<file path="config.mk">
export PLATFORM = sky130hd
export DESIGN_NAME = register_bank
export DESIGN_NICKNAME = d
export VERILOG_FILES = /design/src/rtl/register_bank.sv
export SDC_FILE = /design/constraint.sdc
export NUM_CORES = 1
export LEC_CHECK = 0
export ABC_CLOCK_PERIOD_IN_PS = 1300
export CAP_MARGIN = 20
export CORE_UTILIZATION = 58
export DETAILED_ROUTE_END_ITERATION = 8
export GPL_ROUTABILITY_DRIVEN = 0
export PLACE_DENSITY_LB_ADDON = 0.08
export RECOVER_POWER = 25
export SKIP_CTS_REPAIR_TIMING = 1
export SLEW_MARGIN = 20
export SYNTH_ARGS = -nofsm -noshare
export SYNTH_HDL_FRONTEND = slang
export SYNTH_SLANG_ARGS = --single-unit
</file>
<file path="constraint.sdc">
create_clock -name clk -period 1.3 [get_ports clk]
set_input_delay 0.26 -clock clk [delete_from_list [all_inputs] [get_ports clk]]
set_output_delay 0.26 -clock clk [all_outputs]
set_load 0.01 [all_outputs]
</file>
<file path="src/rtl/register_bank.sv">
// Multi-port register bank: one write port, two registered read ports with
// write bypass, and a per-register pending-write flag set by mark, cleared by write.
module register_bank #(
  parameter int N    = 16,
  parameter int REGS = 8,
  parameter int AW   = 3
) (
  input  logic          clk,
  input  logic          rst_n,
  // write port
  input  logic          wen,
  input  logic [AW-1:0] waddr,
  input  logic [N-1:0]  wdata,
  // read port A
  input  logic          ren_a,
  input  logic [AW-1:0] raddr_a,
  output logic [N-1:0]  rdata_a,
  // read port B
  input  logic          ren_b,
  input  logic [AW-1:0] raddr_b,
  output logic [N-1:0]  rdata_b,
  // pending-write tracking
  input  logic          mark,
  input  logic [AW-1:0] mark_addr,
  input  logic          clr,
  output logic          busy_a,
  output logic          busy_b,
  output logic          any_busy
);

  logic [N-1:0]    mem_q [REGS];
  logic [N-1:0]    mem_d [REGS];
  logic [REGS-1:0] pend_q, pend_d;

  logic [N-1:0]    rdata_a_q, rdata_a_d;
  logic [N-1:0]    rdata_b_q, rdata_b_d;
  logic            busy_a_q,  busy_a_d;
  logic            busy_b_q,  busy_b_d;

  // Post-edge view of the bank: clr beats everything, and mark beats wen on
  // the flags. Reads sample this view, which gives bypass for free.
  always_comb begin
    // NOTE: every always_comb output gets a default first so no latch is inferred.
    mem_d  = mem_q;
    pend_d = pend_q;
    if (clr) begin
      for (int i = 0; i < REGS; i++) mem_d[i] = '0;
      pend_d = '0;
    end else begin
      if (wen) begin
        mem_d[waddr]  = wdata;
        pend_d[waddr] = 1'b0;
      end
      if (mark) pend_d[mark_addr] = 1'b1;
    end
  end

  always_comb begin
    rdata_a_d = rdata_a_q;
    busy_a_d  = busy_a_q;
    rdata_b_d = rdata_b_q;
    busy_b_d  = busy_b_q;
    if (ren_a) begin
      rdata_a_d = mem_d[raddr_a];
      busy_a_d  = pend_d[raddr_a];
    end
    if (ren_b) begin
      rdata_b_d = mem_d[raddr_b];
      busy_b_d  = pend_d[raddr_b];
    end
  end

  always_ff @(posedge clk or negedge rst_n) begin
    if (!rst_n) begin
      // NOTE: the storage array is reset here because the bank must read 0
      // after reset; this keeps it in flops rather than a RAM macro.
      for (int i = 0; i < REGS; i++) mem_q[i] <= '0;
      pend_q    <= '0;
      rdata_a_q <= '0;
      rdata_b_q <= '0;
      busy_a_q  <= 1'b0;
      busy_b_q  <= 1'b0;
    end else begin
      // NOTE: non-blocking assignments so every flop samples pre-edge values.
      mem_q     <= mem_d;
      pend_q    <= pend_d;
      rdata_a_q <= rdata_a_d;
      rdata_b_q <= rdata_b_d;
      busy_a_q  <= busy_a_d;
      busy_b_q  <= busy_b_d;
    end
  end

  assign rdata_a  = rdata_a_q;
  assign rdata_b  = rdata_b_q;
  assign busy_a   = busy_a_q;
  assign busy_b   = busy_b_q;
  assign any_busy = |pend_q;

endmodule

</file>
==> reports/qor.txt, run 1 <==
outcome - did not finish
Exit stage - 5_1_grt
Log Error - [ERROR GRT-0232] Routing congestion too high. Check the congestion heatmap in the GUI.
Seq/Total Area, Yosys - 0.499
main combinational cell family by area after synthesis - multiplexers
Synth async-reset ratio - 1.00
count leader, synth - nor2_1
kind of the worst endpoint - primary output
proportion of synthesized area in mux cells - 0.164
root buffer cell - clkbuf_16
row cnt - 43
Post-synth EDFFs - 0
grt total ovfl - 523
xor/xnor share of the synthesized area - 0.00103
Seq cells post-synth - 170
synthesis warning total - 0
Syn Std Cell Area - 8520 um2
most instantiated cells after synthesis - nor2_1 (195), dfrtp_1 (170), mux2i_1 (119)
Synth Area in Compound Gates - 0.147
# IOs - 70
port bufs - 69
placed cell areas - 11200 um2
post-synthesis adder-cell area fraction - 0
Post-Synthesis Cells - 847
largest net degree at the start of global routing - 41
DP HPWL - 19600 um
Die Span Y - 123 um
top-area cell type share of the netlist area - 0.499
synthesized area per cell - 10.1 um2
synth unique cells - 43
leading area contributor after synthesis - dfrtp_1
overall routing resource usage - 0.922
Longest Clk Path Bufs - 2
H-tree depth - 4
top_reg_cell synth - dfrtp_1
Synth Area in Simple Gates - 0.152
post-synthesis net count - 882
worst_ep grt - any_busy
starting density of the core - 0.605
Die X - 123 um
CTS Buf Count - 17
Sinks on Clock Net - 170
pre-CTS setup slack - -1.20 ns
synth top area cells - dfrtp_1 (50%), mux2i_1 (14%), nor2_1 (8.6%)
-- logic make-up after synthesis --
group / after synthesis
AND/OR/NAND/NOR: 288
multiplexers: 135
XOR/XNOR: 1
flip-flops: 170
AO/OA/AOI/OAI: 176
buffers and inverters: 77
-- stage by stage --
stage / util / instances
floorplan: - / 847
global placement: 0.798 / 1233
detailed placement: 0.798 / 1233
CTS: 0.839 / 1264
-- per-layer routing --
layer | track usage | GRT overflow
met4 | 1.05 | 184
met2 | 1.08 | 310
met5 | 0.451 | 1
met1 | 0.870 | 13
met3 | 0.769 | 15
==> inputs of run 2 (changes only) <==
Settings changed: CORE_UTILIZATION 58 to 40, PLACE_DENSITY_LB_ADDON 0.08 to 0.15.
==> run 2 against run 1 <==
The flow now finishes, with violations (setup timing). Synthesized cell count stayed put. Synthesized area did not move.
==> reports/qor.txt, run 2 <==
R2R depth - 4
switch share - 0.276
count leader, synth - nor2_1
row cnt - 53
worst-skew pair later-pin latency - 0.44 ns
critical path depth - 3
crit path to - any_busy
Post-Route WL - 33100 um
Slew Limit Fails - 0
Psw - 3700 uW
Final WS setup - -0.348 ns
worst r2r dst - rdata_a[5]
pwr/cell area - 967 nW/um2
synthesis warning total - 0
RSZ-0062 raised after global routing - true
Seq/Total Area, Yosys - 0.499
H-tree depth - 4
hold crit path type - primary input to flip-flop
Tcrit/Tclk final - 1.27
Clock Power Share - 0.393
P_leak - 0.00649 uW
Die X - 148 um
Longest Clk Path Bufs - 2
synth unique cells - 43
Tmin final - 1.65 ns
full die area - 21900 um2
Max VDD drop - 802 uV
drt first pass iters - 5
setup TNS - -2.86 ns
# IOs - 70
Worst-path clk slew - 0.07 ns
outcome - finished, violations left
cell family with most CP delay - simple AND/OR/NAND/NOR gates
synthesized area per cell - 10.1 um2
Slew @ Worst Pin - 0.964 ns
R2R Setup Slk - -0.03 ns
sequential share of power - 0.418
WS Path Type - flip-flop to output pin
Post-Synthesis Cells - 847
final core utilization - 0.663
Syn Std Cell Area - 8520 um2
port bufs - 69
CTS Buf Count - 17
Post-synth EDFFs - 0
antenna violations before repair - 0
core box area - 21000 um2
antenna-violating nets left - 0
post-synthesis net count - 882
overall routing resource usage - 0.279
commonest non-fill, non-tap cells in the layout - nor2_1 (188), buf_4 (181), dfrtp_1 (170)
reg2reg start - mem_q[21]
max FFs per register - 128
number of global-route vias before repair - 7720
top_reg_cell synth - dfrtp_1
top-area cell type share of the netlist area - 0.499
Seq cells post-synth - 170
Max Fanout on Critical Path - 2
starting density of the core - 0.407
synth top area cells - dfrtp_1 (50%), mux2i_1 (14%), nor2_1 (8.6%)
Nets - 1153
Slowest-stage cell, CP - dfrtp_1
Int Power - 9740 uW
slowest stage delay, CP - 0.40 ns
grt total ovfl - 0
Die Span Y - 148 um
WL/cell - 23.5 um
n_diodes - 0
Starting DRT DRC Count - 659
CTS tree - yes
most instantiated cells after synthesis - nor2_1 (195), dfrtp_1 (170), mux2i_1 (119)
slew margin rel. - 0.358
DP HPWL - 19100 um
vias per cell - 5.90
synthesis-to-finish area growth - 63.1%
CP arrival - 1.39 ns
largest net degree at the start of global routing - 72
skew final - 0.00831 ns
Final Hold Vio Count - 0
Sinks on Clock Net - 170
combinational share of power - 0.189
Worst Path Required - 1.04 ns
Critical Path Source - pend_q[2]
Largest Register - mem_q
worst path bufs/invs - 1
DR vias - 8291
Critical Path, Cell by Cell - nor4_2, nand2_1, clkbuf_2
Worst setup EP type - output pin
CP Launch Type - flip-flop
leading area contributor after synthesis - dfrtp_1
number of max-cap violations - 0
# setup viols final - 34
commonest non-fill, non-tap cell in the layout - nor2_1
failing checks - setup timing
Synth async-reset ratio - 1.00
layout cells sized above 1 - 0.424
Fmax - 607 MHz
post-route DRC violation count - 0
pre-CTS setup slack - -1.10 ns
first-pass GRT wire length - 45400 um
root buffer cell - clkbuf_16
==> run 2: tightest hold or removal path: stages <==
cell and delay [ns]:
buf_4 0.15, buf_4 0.16, nor2_1 0.05
==> run 2: cells by family after synthesis <==
| logic type | after synthesis | share of synthesized area |
|---|---|---|
| flops | 170 | 0.499 |
| simple gates | 288 | 0.152 |
| mux | 135 | 0.164 |
| xor+xnor | 1 | 0.00103 |
| buf+inv | 77 | 0.0371 |
| compound gates | 176 | 0.147 |
==> run 2: worst min path at each step <==
stage | endpoint | startpoint | cells after the start | slack, ns
finish | mem_q[45] | clr | 3 | 0.23
global route | mem_q[29] | clr | 3 | 0.23
CTS | pend_q[7] | rst_n | 1 | -0.28
detailed placement | pend_q[7] | rst_n | 1 | 0.17
global placement | pend_q[5] | rst_n | 1 | 0.17
floorplan | busy_a | rst_n | 0 | -0.04
==> run 2: layer usage <==
metal  wire [um]  vias to the layer above  GRT usage
li1            -                     3643          -
met1       13900                     4158      0.388
met2       15800                      409      0.441
met3        2460                       81     0.0503
met4         902                        0     0.0851
met5           0                        -          0
==> run 2: final cells by class <==
cell class / instances / area, um2
Clock buffer: 22 / 484
Clock inverter: 10 / 115
Fill cell: 1643 / 7050
Inverter: 5 / 18.8
Multi-Input combinational cell: 600 / 5280
Sequential cell: 170 / 4250
Tap cell: 275 / 344
Timing Repair Buffer: 324 / 3400
==> run 2: power groups by stage <==
stage | combinational, uW | sequential (uW) | clock, uW
after floorplan | 802 | 5720 | 0
after global placement | 2090 | 5700 | 0
after global routing | 2670 | 5640 | 5560
after detailed placement | 2100 | 5700 | 0
after CTS | 2120 | 5600 | 5320
final | 2540 | 5620 | 5290
==> run 2: per-stage QoR <==
stage               total power, uW  instance area (um2)  std cells  hold WS, ns
finish                        13400                13900       1406        0.233
global route                  13900                13900       1406        0.233
detailed placement             7800                11300       1328        0.172
floorplan                      6520                 8710        847      -0.0356
global placement               7800                11300       1328        0.171
CTS                           13000                11900       1360       -0.284
Power figures use the tool's default switching activity.
